--- config.mk ---
export PLATFORM = sky130hd
export DESIGN_NAME = mem_arbiter
export DESIGN_NICKNAME = d
export VERILOG_FILES = /design/src/rtl/mem_arbiter.sv
export SDC_FILE = /design/constraint.sdc
export NUM_CORES = 1
export LEC_CHECK = 0
export BUFFER_PORTS_ARGS = -buffer_cell sky130_fd_sc_hd__buf_2
export CAP_MARGIN = 15
export CORE_MARGIN = 2
export CORE_UTILIZATION = 39
export DETAILED_ROUTE_END_ITERATION = 8
export PLACE_DENSITY = 0.77
export SYNTH_ARGS = -nofsm -noshare
export SYNTH_HDL_FRONTEND = slang
export SYNTH_SLANG_ARGS = --single-unit
--- constraint.sdc ---
create_clock -name clk -period 2.3 [get_ports clk]
set_input_delay 0.345 -clock clk [delete_from_list [all_inputs] [get_ports clk]]
set_output_delay 0.345 -clock clk [all_outputs]
set_load 0.05 [all_outputs]
--- src/rtl/mem_arbiter.sv ---
// mem_arbiter: shares one single-port memory between the fetch and data
// requesters. One transaction in flight; data port wins unless fetch has
// been starved for STARVE_MAX consecutive data grants.
module mem_arbiter #(
    parameter int unsigned AW         = 8,
    parameter int unsigned DW         = 32,
    parameter int unsigned LAT        = 1,
    parameter int unsigned STARVE_MAX = 4
) (
    input  logic          clk,
    input  logic          rstd,
    // fetch port
    input  logic          if_req,
    input  logic [AW-1:0] if_addr,
    output logic          if_gnt,
    output logic          if_rvalid,
    output logic [DW-1:0] if_rdata,
    // data port
    input  logic          dm_req,
    input  logic          dm_we,
    input  logic [3:0]    dm_wren,
    input  logic [AW-1:0] dm_addr,
    input  logic [DW-1:0] dm_wdata,
    output logic          dm_gnt,
    output logic          dm_rvalid,
    output logic [DW-1:0] dm_rdata,
    // memory port
    output logic          mem_en,
    output logic          mem_we,
    output logic [3:0]    mem_be,
    output logic [AW-1:0] mem_addr,
    output logic [DW-1:0] mem_wdata,
    input  logic [DW-1:0] mem_rdata,
    output logic          busy
);

    typedef enum logic {
        IDLE,
        RD
    } state_t;

    typedef enum logic [1:0] {
        OWN_NONE,
        OWN_IF,
        OWN_DM
    } owner_t;

    localparam int unsigned SW = $clog2(STARVE_MAX + 1);
    localparam int unsigned LW = 2;
    localparam logic [LW-1:0] LAT_LOAD  = LW'(LAT - 1);
    localparam logic [SW-1:0] STARVE_LIM = SW'(STARVE_MAX);

    state_t        r_state;
    state_t        w_next_state;
    logic [LW-1:0] r_lat;
    logic [SW-1:0] r_starve;
    owner_t        r_owner;
    logic [DW-1:0] r_if_rdata;
    logic [DW-1:0] r_dm_rdata;
    logic          r_if_rvalid;
    logic          r_dm_rvalid;

    logic          w_force;
    logic          w_if_win;
    logic          w_dm_win;
    logic          w_read_grant;
    logic          w_rd_done;

    assign w_read_grant = w_if_win | (w_dm_win & ~dm_we);
    assign w_rd_done    = (r_state == RD) && (r_lat == '0);

    // State register; reset discards any in-flight read.
    always_ff @(posedge clk or posedge rstd) begin
        if (rstd) begin
            r_state <= IDLE;
        end else begin
            r_state <= w_next_state;
        end
    end

    // Next state: reads occupy RD until the latency counter expires; writes stay in IDLE.
    always_comb begin
        w_next_state = r_state;
        case (r_state)
            IDLE:    if (w_read_grant) w_next_state = RD;
            RD:      if (r_lat == '0)  w_next_state = IDLE;
            default: w_next_state = IDLE;
        endcase
    end

    // Outputs: grant selection in IDLE and memory strobe mux from the winner.
    always_comb begin
        w_force  = if_req && (r_starve == STARVE_LIM);
        w_dm_win = 1'b0;
        w_if_win = 1'b0;
        // Grants are gated by rstd so nothing strobes while reset is held.
        if ((r_state == IDLE) && !rstd) begin
            if (dm_req && !w_force) begin
                w_dm_win = 1'b1;
            end else if (if_req) begin
                w_if_win = 1'b1;
            end
        end
        if_gnt    = w_if_win;
        dm_gnt    = w_dm_win;
        mem_en    = w_if_win | w_dm_win;
        mem_we    = w_dm_win & dm_we;
        mem_be    = w_dm_win ? dm_wren : (w_if_win ? 4'b1111 : 4'b0000);
        mem_addr  = w_dm_win ? dm_addr : (w_if_win ? if_addr : '0);
        mem_wdata = w_dm_win ? dm_wdata : '0;
        busy      = (r_state == RD);
    end

    // Latency counter and read owner, loaded on a read grant.
    always_ff @(posedge clk or posedge rstd) begin
        if (rstd) begin
            r_lat   <= '0;
            r_owner <= OWN_NONE;
        end else if (w_read_grant) begin
            r_lat   <= LAT_LOAD;
            r_owner <= w_if_win ? OWN_IF : OWN_DM;
        end else if (r_state == RD) begin
            if (r_lat != '0) begin
                r_lat <= r_lat - LW'(1);
            end else begin
                r_owner <= OWN_NONE;
            end
        end
    end

    // Read return: capture memory data for the owner and pulse its rvalid next cycle.
    always_ff @(posedge clk or posedge rstd) begin
        if (rstd) begin
            r_if_rdata  <= '0;
            r_dm_rdata  <= '0;
            r_if_rvalid <= 1'b0;
            r_dm_rvalid <= 1'b0;
        end else begin
            r_if_rvalid <= w_rd_done && (r_owner == OWN_IF);
            r_dm_rvalid <= w_rd_done && (r_owner == OWN_DM);
            if (w_rd_done && (r_owner == OWN_IF)) r_if_rdata <= mem_rdata;
            if (w_rd_done && (r_owner == OWN_DM)) r_dm_rdata <= mem_rdata;
        end
    end

    // Starvation counter: counts data grants that overtook a pending fetch.
    always_ff @(posedge clk or posedge rstd) begin
        if (rstd) begin
            r_starve <= '0;
        end else if (!if_req || w_if_win) begin
            r_starve <= '0;
        end else if (w_dm_win && (r_starve != STARVE_LIM)) begin
            r_starve <= r_starve + SW'(1);
        end
    end

    assign if_rvalid = r_if_rvalid;
    assign dm_rvalid = r_dm_rvalid;
    assign if_rdata  = r_if_rdata;
    assign dm_rdata  = r_dm_rdata;

endmodule

## After elaboration in Yosys (flattened, before gate mapping)

Cells that the tools add are included.

| cells by class | value |
|---|---|
| reductions and logical operators | 18 |
| bitwise gates (word level) | 6 |
| eq/ne operators | 5 |
| add/sub/neg operators | 2 |
| mux-type cells | 22 |

Operators by type and width:

| operator | count |
|---|---|
| $mux 32 | 1 |
| $mux 8 | 2 |
| $mux 2 | 7 |
| $mux 4 | 2 |
| $reduce_bool 2->1 | 4 |
| $logic_and 1x1->1 | 7 |
| $mux 1 | 7 |
| $mux 3 | 2 |
| $reduce_and 2->1 | 2 |
| $add 3x1->3 const B | 1 |
| $eq 3x3->1 const B | 1 |
| $logic_not 1->1 | 3 |
| $ne 3x3->1 const B | 1 |
| $and 1x1->1 | 2 |
| $eq 2x1->1 const B | 1 |
| $eq 2x2->1 const B | 1 |
| $logic_not 2->1 | 1 |
| $ne 2x2->1 const B | 1 |
| $not 1->1 | 2 |
| $or 1x1->1 | 2 |
| $pmux 1 s2 | 1 |
| $sub 2x1->2 const B | 1 |
| $logic_or 1x1->1 | 1 |

| word-level totals | value |
|---|---|
| input bits | 89 |
| logic and storage cells | 61 |
| register bits after elaboration | 74 |
| output and inout bits | 115 |

## Longest topological paths before layout

| logic depth | value |
|---|---|
| depth in word-level cells | 10 |
| depth in mapped cells | 7 |

## Worst setup path after synthesis

OpenSTA, ideal clock, no wires.

| path | value |
|---|---|
| path type | reg-to-output |
| from | reg r_state (netlist: busy) |
| to | out mem_wdata[14] |
| data required time | 1955 ps |
| cell stages (with the launch flop) | 6 |
| buffers on the path | 2 |
| slack | -96 ps |
| arrival | 2051 ps |
| cell sequence | dfrtp_1 > buf_6 > or3b_4 > nor2b_2 > buf_2 > and2_1 |

| between the ends | value |
|---|---|
| longest elaborated chain between the ends | 4 |

RTL lines:

| item | RTL line | RTL |
|---|---|---|
| start, declared | 53 | `state_t r_state;` |
| start signal, assigned | 77 | `r_state <= w_next_state;` |
| $not 1->1 | -- |  |
| $logic_and 1x1->1 | 97 | `if ((r_state == IDLE) && !rstd) begin` |
| $mux 1 | 97 |  |
| named net dm_gnt | 24 | `output logic dm_gnt,` |
| $mux 32 | 110 | `mem_wdata = w_dm_win ? dm_wdata : '0;` |
| end, declared | 32 | `output logic [DW-1:0] mem_wdata,` |

The timed path passes the listed nets, and every way through them passes these cells.

## Worst setup path in the final report

| path | value |
|---|---|
| from | reg r_state (netlist: busy) |
| to | out mem_addr[2] |

| between the ends | value |
|---|---|
| longest elaborated chain between the ends | 5 |

RTL lines:

| item | RTL line | RTL |
|---|---|---|
| $not 1->1 (*) | -- |  |
| $logic_and 1x1->1 (*) | 97 |  |
| $mux 1 | 97 |  |
| $mux 8 | 109 | `mem_addr = w_dm_win ? dm_addr : (w_if_win ? if_addr : '0);` |
| $mux 8 (*) | 109 |  |
| end, declared | 31 | `output logic [AW-1:0] mem_addr,` |

Mark *: on every way between the ends. The rest lies on a longest branch, timed or not.

==> metrics.txt <==
total negative slack=0 ps; Longest Clk Path Bufs=2; type of the tightest min-delay check=in -> async; number of antenna violations at the first check in global routing=0; total power divided by cell area=1540 nW/µm²; number of vias per cell=4.76; number of synthesis warnings=0; buffer type at the clock tree root=clkbuf_8; Ports=204; dpl hpwl=6.29 mm; non-filler instance count after layout=560; setup repair after global routing missed its margin=yes; die outline area=9090 µm²; met1 Use GR=21.3%; Worst Tran Pin Value=602 ps; GR Layer Usage met3=5.77%; total DRC errors in the routed layout=0; final critical-path required period=2280 ps; Worst Setup Start Kind=flip-flop; Max Clock Freq=439 MHz; final antenna-violating net count=0; gr busiest metal=met2; floorplan row count=33; number of nets in the layout=542; number of sinks handled by clock tree synthesis=74; fin util=61.7%; worst slack at placement=105 ps; Synth Instances=238; count of endpoints failing hold in the final timing report=0; setup slack of the critical path after layout=24.1 ps; fraction of layout cells with a size suffix above 1=74.7%; cell area after layout=5020 µm²; Core Area=8130 µm²; Num CTS Buffers=9; placed inst area=4430 µm²; wire length per cell after detailed routing=15.9 µm; filler cell count=674; total standard cell area after synthesis=3260 µm²; grt ovf=0; critical path fanouts, max=12; final max-slew violation count=0; sequential element share of the synthesized area=56.9%; total power of the final layout=7.73 mW; initial core utilization=40.0%; Fin Clk Skew=10.8 ps; worst hold-check slack=124 ps; clock latency reported for the late side of the worst-skew pair=340 ps; area delta synth->final=54.2%; total wirelength of the detailed-routed design=8.91 mm; max-capacitance violation count=0; GR Util All Layers=19.0%; worst path arrival time=1930 ps; clock-pin slew on the worst setup and hold paths=90 ps; Starting DRT DRC Count=44; # H-tree levels=3; global placer's final weighted congestion=0.963; count of distinct cell types in the synthesized netlist=33; number of global-route vias before repair=2738; count of inserted antenna diode cells=0; register bit total from synthesis=74; Syn Nets=330; PortBufs=203; total number of vias=2668; number of setup violations in the final report=0; Die H=95.4 µm; crit path capture type=output port; wire length of the first global-routing pass=13.0 mm; outcome=finished clean; horizontal die dimension=95.4 µm; instance count after placement with tap cells included=539; number of iterations in the first detailed-routing pass=4; leakage dissipation=2.56 nW; Max-Slew Margin vs Limit=59.8%; Syn Area/Cell=13.7 µm²; CTS tree=built; Worst Path Required=1960 ps; GRT met2 Usage=34.6%; peak ir drop on the vdd network=670 µV; Period Utilization, post-route=99.0%; largest net degree at the start of global routing=39; category of the most critical setup path=reg -> out
[sequential cells by signal, indices dropped and copies added (netlist names)]
name / cells
r_starve: 3
r_lat: 2
if_rvalid: 1
if_rdata: 32
dm_rvalid: 1
busy: 1
r_owner: 2
dm_rdata: 32
[placed cells by master, fill, tap and decap left out, types with 2 or more instances in the layout]
cell	synthesis	routed
a22o_1	8	6
a22o_2	0	2
clkinv_4	0	2
o21ai_0	2	2
and2_2	0	33
inv_2	0	2
nor2_1	2	2
a21o_1	4	4
nand4b_1	2	2
clkbuf_8	0	9
mux2_2	64	64
a21boi_1	2	2
o21bai_1	2	2
buf_8	0	3
and3_4	0	2
ha_1	3	2
nand2_1	3	3
buf_12	0	2
buf_4	1	7
nor3b_1	2	2
inv_1	7	5
dfrtp_1	74	73
buf_6	4	44
buf_2	9	157
[per-layer routing]
metal	share of wire (%)	vias to the layer above
met2	52	139
li1	-	1249
met4	1.7	0
met1	37	1268
met5	0	-
met3	8.6	12
[final timing paths]
check                                              start                        to  slack [ps]  cells after the start
worst max-delay path                      busy$_DFF_PP0_               mem_addr[2]          20                      5
worst min-delay path                                rstd   if_rdata[1]$_DFFE_PP0P_         120                      2
worst max register to register            busy$_DFF_PP0_  if_rdata[31]$_DFFE_PP0P_         530                      5
worst min register to register  if_rdata[15]$_DFFE_PP0P_  if_rdata[15]$_DFFE_PP0P_         500                      1
max in group asynchronous                           rstd   if_rdata[7]$_DFFE_PP0P_        1560                      3
min in group clk                            mem_rdata[4]   dm_rdata[4]$_DFFE_PP0P_         240                      2
[synth_stat cells]
cell	instances	area, µm²
buf_6	4	45.0
or3b_1	1	8.76
nor2_1	2	7.51
o21ai_0	2	10.0
buf_4	1	7.51
nor3_1	1	5.00
nand3_1	1	5.00
and3_1	1	6.26
nor3b_1	2	15.0
o21bai_1	2	15.0
a21boi_1	2	15.0
nand4b_1	2	17.5
o31ai_1	1	7.51
ha_1	3	37.5
nor2b_2	1	8.76
or3b_4	1	11.3
mux2_2	64	721
and2_1	33	206
nand3b_1	1	7.51
a22o_1	8	70.1
xnor2_1	1	8.76
or4b_2	1	10.0
or2_2	1	6.26
a21boi_0	1	7.51
nor2b_1	1	6.26
a2111oi_0	1	8.76
or3_1	1	6.26
dfrtp_1	74	1850
inv_1	7	26.3
buf_2	9	45.0
nand2_1	3	11.3
a21bo_2	1	10.0
a21o_1	4	30.0
[cell families after synthesis]
group,after synthesis,share of synthesized area (%)
buffers and inverters,21,3.80
and+or+nand+nor,53,10.4
muxes,64,22.1
xor gates and xnor gates,1,0.269
adders and majority gates,3,1.15
DFF,74,56.9
AOI/OAI and AO/OA,22,5.34
[what timing repair did]
| action | 4_1_cts | 5_1_grt |
|---|---|---|
| hold buffers | 0 | 0 |
| buffers inserted | 1 | 1 |
| pin swaps | 0 | 1 |
| gates resized for setup | 52 | 54 |
| cloned | 2 | 1 |
| endpoints found under the setup margin | 47 | 46 |
[power breakdown]
part	internal [mW]	leakage, nW	total (mW)	switching (mW)
clock network	0.517	0.0990	1.03	0.515
logic	1.30	1.58	4.48	3.18
registers	1.93	0.876	2.22	0.293
[cell type report]
cell class	count	area [µm²]	share of cell area, %
Inverter	7	26.3	0.523
Clock buffer	10	128	2.54
Sequential cell	74	1850	36.9
Timing Repair Buffer	214	1440	28.8
Multi-Input combinational cell	144	1360	27.1
Tap cell	105	131	2.62
Clock inverter	6	75.1	1.50
[critical path, cell delays in order (launching register included)]
cell,delay [ps]
dfrtp_2,450
or3b_4,410
nor2b_4,210
clkbuf_16,190
a22o_1,160
buf_6,160
Note: power is estimated with default switching activity, not from simulation.
